$ cat src/rtl/two_digit_sseg_scan.sv
// two_digit_sseg_scan: tear-free two-digit BCD scan onto a common-anode active-low seven-segment display
//   clk, rst_n      : clock, asynchronous active-low reset
//   ones, tens      : BCD digits, sampled only at frame boundaries
//   blank_lz        : live leading-zero blanking of the tens digit
//   seg, an, dp     : active-low segments {g,f,e,d,c,b,a}, anodes, decimal point
//   frame_tick      : one-cycle pulse in the cycle after new digits are latched
//   SSEG_BLINK_EN   : optional blink input plus 8-bit frame counter
module two_digit_sseg_scan #(
    parameter int REFRESH_DIV = 100000,
    parameter int BLANK_CYC   = 2000
) (
    input  logic       clk,
    input  logic       rst_n,
    input  logic [3:0] ones,
    input  logic [3:0] tens,
    input  logic       blank_lz,
`ifdef SSEG_BLINK_EN
    input  logic       blink,
`endif
    output logic [6:0] seg,
    output logic [3:0] an,
    output logic       dp,
    output logic       frame_tick
);
    localparam int CW = REFRESH_DIV > 1 ? $clog2(REFRESH_DIV) : 1;
    localparam logic [CW-1:0] LAST = CW'(REFRESH_DIV - 1);
    localparam logic [CW-1:0] BLK  = CW'(BLANK_CYC);
    typedef enum logic {DIG0, DIG1} dsel_t;
    logic [CW-1:0] cnt;
    dsel_t         dsel;
    logic [3:0]    lat_ones, lat_tens, digit;
    logic          wrap, off;
    logic [6:0]    dec;
`ifdef SSEG_BLINK_EN
    logic [7:0]    fcnt;
`endif
    assign wrap = cnt == LAST;
    always_ff @(posedge clk or negedge rst_n) begin
        if (!rst_n) begin
            cnt        <= '0;
            dsel       <= DIG0;
            lat_ones   <= '0;
            lat_tens   <= '0;
            frame_tick <= 1'b0;
`ifdef SSEG_BLINK_EN
            fcnt       <= '0;
`endif
        end else begin
            cnt        <= wrap ? '0 : cnt + 1'b1;
            frame_tick <= wrap && dsel == DIG1;
            if (wrap)
                dsel <= dsel == DIG0 ? DIG1 : DIG0;
            if (wrap && dsel == DIG1) begin
                lat_ones <= ones;
                lat_tens <= tens;
            end
`ifdef SSEG_BLINK_EN
            fcnt       <= fcnt + {7'd0, frame_tick};
`endif
        end
    end
    assign digit = dsel == DIG1 ? lat_tens : lat_ones;
    // rst_n forces the display dark in the same instant reset is asserted
`ifdef SSEG_BLINK_EN
    assign off = !rst_n || cnt < BLK || (dsel == DIG1 && blank_lz && lat_tens == 4'd0) || (blink && fcnt[7]);
`else
    assign off = !rst_n || cnt < BLK || (dsel == DIG1 && blank_lz && lat_tens == 4'd0);
`endif
    always_comb begin
        dec = 7'b0111111;
        case (digit)
            4'd0: dec = 7'b1000000;
            4'd1: dec = 7'b1111001;
            4'd2: dec = 7'b0100100;
            4'd3: dec = 7'b0110000;
            4'd4: dec = 7'b0011001;
            4'd5: dec = 7'b0010010;
            4'd6: dec = 7'b0000010;
            4'd7: dec = 7'b1111000;
            4'd8: dec = 7'b0000000;
            4'd9: dec = 7'b0010000;
            default: dec = 7'b0111111;
        endcase
    end
    assign an  = off ? 4'b1111 : (dsel == DIG1 ? 4'b1101 : 4'b1110);
    assign seg = off ? 7'b1111111 : dec;
    assign dp  = 1'b1;
endmodule

$ cat config.mk
export PLATFORM = sky130hd
export DESIGN_NAME = two_digit_sseg_scan
export DESIGN_NICKNAME = d
export VERILOG_FILES = /design/src/rtl/two_digit_sseg_scan.sv
export SDC_FILE = /design/constraint.sdc
export NUM_CORES = 1
export LEC_CHECK = 0
export ABC_CLOCK_PERIOD_IN_PS = 2100
export CORE_ASPECT_RATIO = 0.75
export CORE_MARGIN = 2
export CORE_UTILIZATION = 35
export CTS_CLUSTER_SIZE = 10
export DETAILED_ROUTE_END_ITERATION = 10
export GPL_ROUTABILITY_DRIVEN = 0
export PLACE_DENSITY = 0.59
export SYNTH_ARGS = -nofsm -noshare
export SYNTH_HDL_FRONTEND = slang
export SYNTH_SLANG_ARGS = --single-unit
$ cat constraint.sdc
create_clock -name clk -period 2.1 [get_ports clk]
set_clock_uncertainty 0.05 [all_clocks]
set_input_delay 0.21 -clock clk [delete_from_list [all_inputs] [get_ports clk]]
set_output_delay 0.21 -clock clk [all_outputs]
set_load 0.02 [all_outputs]
==> impl_metrics.py, run 1 <==
metrics = {
    "clock_network": {
        "cts_buffer_depth": 2,
        "clkSinkCount": 27,
        "cts_htree_levels": 1,
        "cts_tree": "built",
        "clk_pin_slew_worst_paths_ps": 100,
        "cts_hold_buf": 0,
        "clock_latency_ps": 280,
        "root_buffer": "clkbuf_8",
        "cts_made_buffers": 3,
    },
    "setup_path": {
        "worst-endpoint-required_ps": 1840,
        "worst_setup_path_start_kind": "flop",
        "startpoint": "dsel",
        "r2r-start": "cnt[0]",
        "crit_path_end_kind": "output port",
        "reg2reg_setup_slack_ps": 300,
        "critPathTopFamily": "flip-flops",
        "reg2regPathDepth": 6,
        "arrival_ps": 1830,
        "path_class": "reg -> out",
        "path_cells": "buf_6 -> mux2_4 -> or2_4 -> a21oi_2 -> o21ai_1 -> buf_4",
        "critPathSlowestCell": "dfrtp_2",
        "crit_buf_inv": 2,
        "crit_cells": 6,
        "reg2reg_to": "cnt[7]",
        "cp_slowest_stage_delay_ps": 460,
        "cp_max_fo": 6,
    },
    "detailed_routing": {
        "antenna_left": 0,
        "via_per_inst": 4.835,
        "totalWireLength_mm": 3.255,
        "post_drt_wl_per_cell_um": 13.13,
        "vias": 1199,
        "first_pass_iters": 4,
        "drc": 0,
        "drt_iter0_drc": 58,
    },
    "global_routing": {
        "antenna_found_initial": 0,
        "gr-usage-all-layers": 0.1458,
        "grt_pass1_vias": 1151,
        "overflow": 0,
        "grt_pass1_wl_mm": 5.547,
        "grt_max_degree": 28,
    },
    "floorplanning": {
        "dieArea_mm2": 0.005025,
        "row_count": 21,
        "initial_core_util": 0.3564,
        "core_area_mm2": 0.004388,
        "die_height_um": 61.89,
        "io_pins": 24,
        "die_x_um": 81.19,
    },
    "cells_and_area": {
        "antenna_cells": 0,
        "mostFrequentLayoutCells": "dfrtp_1, buf_4, nor2_1",
        "layout_commonest_cell": "dfrtp_1",
        "drive_above_1_share": 0.3141,
        "layout.cells.non_filler": 248,
        "nets": 209,
        "areaGrowthSynthToFinish_pct": 27.76,
        "postLayoutCellArea_mm2": 0.001998,
    },
    "timing": {
        "fmax_mhz": 478.0,
        "rsz0062_at_grt": "yes",
        "min_period_ps": 2092,
        "finalHoldViolCount": 0,
        "slew_viol_final": 0,
        "finalWorstSetupSlack_ps": 7.994,
        "final-setup-viol-count": 0,
        "fin_setup_tns_ps": 0,
        "fin_crit_sh": 0.9962,
    },
    "synth": {
        "ys_types": 39,
        "synth_top_area_cell": "dfrtp_1",
        "synthTopCellsByArea": "dfrtp_1, mux2_2, xnor2_1",
        "synth_warnings": 0,
        "synthCells": 152,
        "ys_seq_area_frac": 0.4320,
        "syn_area_mm2": 0.001564,
        "synth_top_cell_area_share": 0.4320,
        "ys_ff_latch": 27,
        "avgSynthCellArea_um2": 10.29,
    },
    "job": {
        "cap_violations": 0,
    },
    "min_path": {
        "worstHoldPathType": "in -> async",
    },
    "placed_design": {
        "post-place-cells": 242,
        "port_buffers": 20,
        "placed_area_mm2": 0.001919,
        "dp_hpwl_mm": 2.477,
        "pre_cts_slack_ps": -128.1,
    },
    "run_status": {
        "status": "finished clean",
    },
    "power_and_ir_drop": {
        "pwr_density_cell_mw_per_mm2": 474.1,
        "ir_drop_mv": 0.3267,
        "leakagePower_nw": 0.8712,
        "finalPower_mw": 0.9473,
    },
}
-- where the power goes --
| part | switching [mW] | internal [mW] | leakage (nW) |
|---|---|---|---|
| combinational | 0.0445 | 0.0486 | 0.502 |
| clock | 0.181 | 0.140 | 0.0261 |
| sequential | 0.00603 | 0.527 | 0.343 |
-- cell usage after synthesis, drive strengths merged --
master / number
xor2: 4
o211ai: 1
nor3: 2
mux2i: 4
o22ai: 1
nand4: 5
xnor2: 11
clkbuf: 1
nand2: 8
nor4: 5
nand2b: 3
ha: 6
or2b: 1
and4: 1
o221ai: 1
and2: 1
o21ai: 7
nand4b: 1
or2: 2
mux2: 10
nor2b: 1
conb: 1
buf: 7
nand3: 9
nor2: 19
inv: 6
dfrtp: 27
a21oi: 4
and3: 3
-- state kept, by name, indices dropped and copies added, names as in the netlist --
name        count
cnt            17
dsel            1
frame_tick      1
lat_ones        4
lat_tens        4
-- timing repair --
action                     in CTS  in global routing
resized for setup              51                  9
setup endpoints to repair       9                  9
buffers inserted                2                  0
pin swaps                       2                  2
hold endpoints to repair        0                  0
-- metal layers --
layer | wire length [um] | up-vias | part of all wire | global-route usage
met5 | 0 | - | 0 | 0
met4 | 35 | 0 | 0.011 | 0.03632
met3 | 91 | 4 | 0.028 | 0.02601
met2 | 1481 | 18 | 0.45 | 0.2302
met1 | 1646 | 583 | 0.51 | 0.2103
li1 | - | 594 | - | -
-- layout make-up --
class	count	area [um^2]
Clock buffer	3	41.29
Inverter	6	22.52
Tap cell	57	71.32
Fill cell	408	2390
Multi-Input combinational cell	113	833.3
Sequential cell	27	676.9
Timing Repair Buffer	41	344.1
Clock inverter	1	8.758
-- through the flow --
stage	utilization	hold slack [ps]
6_report	0.4554	327.7
5_1_grt	0.4554	360.2
4_1_cts	0.4505	328.5
3_5_place_dp	0.4374	431.2
3_3_place_gp	0.4374	414.6
2_1_floorplan	-	-135.6
-- kinds of logic after synthesis --
group	after synthesis	synth area share
buf+inv	14	0.05679
flops	27	0.4320
compound gates	14	0.05200
mux	14	0.1000
xor+xnor	15	0.08880
fa+ha+maj	6	0.04800
other cells	1	0.002398
simple gates	61	0.2200
-- worst max-delay path by stage --
stage / to
2_1_floorplan: seg[0]
3_3_place_gp: seg[0]
3_5_place_dp: seg[5]
4_1_cts: seg[5]
5_1_grt: seg[0]
6_report: seg[0]
-- worst reg2reg max path, cell delays in order, from the launching register on --
cell	delay, ps
dfrtp_1	400
ha_1	220
nand3_2	180
nor4_1	320
and2_1	280
buf_4	200
nor2_1	60
(Power assumes the default switching activity.)
==> run 2: changes to the inputs <==
Settings changed: CTS_CLUSTER_SIZE 10 to 12, PLACE_DENSITY 0.59 to unset, PLACE_DENSITY_LB_ADDON set to 0.15.
==> impl_metrics.py, run 2 (synthesis results as in run 1) <==
metrics = {
    "detailed_routing": {
        "via_per_inst": 4.794,
        "post_drt_wl_per_cell_um": 12.61,
        "first_pass_iters": 4,
        "vias": 1213,
        "drc": 0,
        "totalWireLength_mm": 3.191,
        "antenna_left": 0,
        "drt_iter0_drc": 48,
    },
    "timing": {
        "finalHoldViolCount": 0,
        "final-setup-viol-count": 0,
        "min_period_ps": 2081,
        "rsz0062_at_grt": "yes",
        "finalWorstSetupSlack_ps": 19.15,
        "slew_viol_final": 0,
        "fmax_mhz": 480.6,
        "fin_crit_sh": 0.9909,
    },
    "power_and_ir_drop": {
        "seq_power_share": 0.567,
        "pwr_density_cell_mw_per_mm2": 461.0,
        "switching_share": 0.2358,
        "leakagePower_nw": 0.8933,
        "p_sw_mw": 0.2223,
        "clkPwrFrac": 0.327,
        "cellInternalPower_mw": 0.7203,
        "finalPower_mw": 0.9426,
        "ir_drop_mv": 0.2274,
        "p_comb_frac": 0.107,
    },
    "clock_network": {
        "cts_hold_buf": 0,
        "root_buffer": "clkbuf_8",
        "cts_htree_levels": 1,
        "cts_tree": "built",
        "cts_made_buffers": 3,
        "cts_buffer_depth": 2,
        "clkSinkCount": 27,
        "clk_pin_slew_worst_paths_ps": 100,
        "clock_latency_ps": 280,
    },
    "floorplanning": {
        "core_area_mm2": 0.004388,
        "initial_core_util": 0.3564,
        "row_count": 21,
        "io_pins": 24,
        "dieArea_mm2": 0.005025,
        "die_x_um": 81.19,
        "die_height_um": 61.89,
    },
    "placed_design": {
        "port_buffers": 20,
        "dp_hpwl_mm": 2.416,
        "placed_area_mm2": 0.001949,
        "post-place-cells": 246,
        "pre_cts_slack_ps": -114.4,
    },
    "cells_and_area": {
        "largest_register_ffs": 17,
        "postLayoutCellArea_mm2": 0.002044,
        "final_util": 0.4659,
        "antenna_cells": 0,
        "areaGrowthSynthToFinish_pct": 30.72,
        "drive_above_1_share": 0.3316,
        "reg_top3": "cnt (17), lat_ones (4), lat_tens (4)",
        "nets": 214,
        "mostFrequentLayoutCells": "dfrtp_1, buf_4, nor2_1",
        "fillers": 399,
        "regMostFlops": "cnt",
        "layout.cells.non_filler": 253,
    },
    "setup_path": {
        "arrival_ps": 1820,
        "cpMostUsedCell": "buf_4",
        "cp_slowest_stage_delay_ps": 460,
        "critPathSlowestCell": "dfrtp_2",
        "worst_setup_path_start_kind": "flop",
        "worst-endpoint-required_ps": 1840,
        "path_class": "reg -> out",
        "crit_buf_inv": 2,
        "path_cells": "mux2i_2 -> buf_4 -> ha_4 -> or2b_1 -> a21oi_2 -> o21ai_1 -> buf_4",
        "critPathTopFamily": "flip-flops",
        "cp_max_fo": 4,
        "crit_path_end_kind": "output port",
    },
    "global_routing": {
        "overflow": 0,
        "antenna_found_initial": 0,
        "grt_pass1_vias": 1077,
        "grt_max_degree": 28,
        "grt_pass1_wl_mm": 5.161,
        "gr-usage-all-layers": 0.1341,
    },
    "run_status": {
        "status": "finished clean",
    },
    "job": {
        "cap_violations": 0,
    },
    "min_path": {
        "worstHoldPathType": "in -> async",
    },
}
## run 2: cell count changes in the layout (fill, tap and decap cells not counted), sizes merged
| cell | before | now |
|---|---|---|
| clkbuf | 3 | 4 |
| clkdlybuf4s15 | 2 | 1 |
| mux2 | 10 | 11 |
| buf | 28 | 32 |
## run 2: final cells by class
type,instances,area (um^2),share of cell area
sequential,27,676.9,0.3311
tap,57,71.32,0.03488
timing repair buffer,45,357.8,0.1750
clock inverter,1,8.758,0.004284
clock buffer,3,41.29,0.02020
inverter,6,22.52,0.01102
multi-input combinational,114,865.8,0.4235
## run 2: path summary, 6_finish.rpt
path	start	endpoint	slack, ps	cells after the start
worst min-delay path	rst_n	cnt[16]	320	2
min in group clk	cnt[0]	cnt[0]	450	1
worst max-delay path	dsel	seg[0]	20	7
worst max register to register	cnt[8]	dsel	300	6
max in group asynchronous	rst_n	dsel	1420	2
worst min register to register	cnt[0]	cnt[0]	450	1
## run 2: through the flow
stage	hold WS, ps	TNS, ps
after global routing	361.4	-249.1
after global placement	423.6	-216.8
after CTS	338.0	-65.42
after detailed placement	443.6	-499.1
after floorplan	-135.6	0
final	315.1	0
## run 2: power by group through the flow
stage          clock network, mW  logic [mW]  registers (mW)
2_1_floorplan                  0      0.0473           0.541
3_3_place_gp                   0      0.0875           0.543
3_5_place_dp                   0      0.0889           0.543
4_1_cts                    0.324      0.0911           0.532
5_1_grt                    0.347       0.113           0.535
6_report                   0.308       0.101           0.534
## run 2: layer usage
layer,GRT usage,routed length [um]
met1,0.1958,1647
met4,0.02179,15
met2,0.2090,1407
met3,0.03035,121
met5,0,0
## run 2: timing repair
action	in CTS	in global routing
resized for setup	42	15
cloned	0	1
pin swaps	1	4
setup endpoints to repair	9	9
setup buffers	0	2
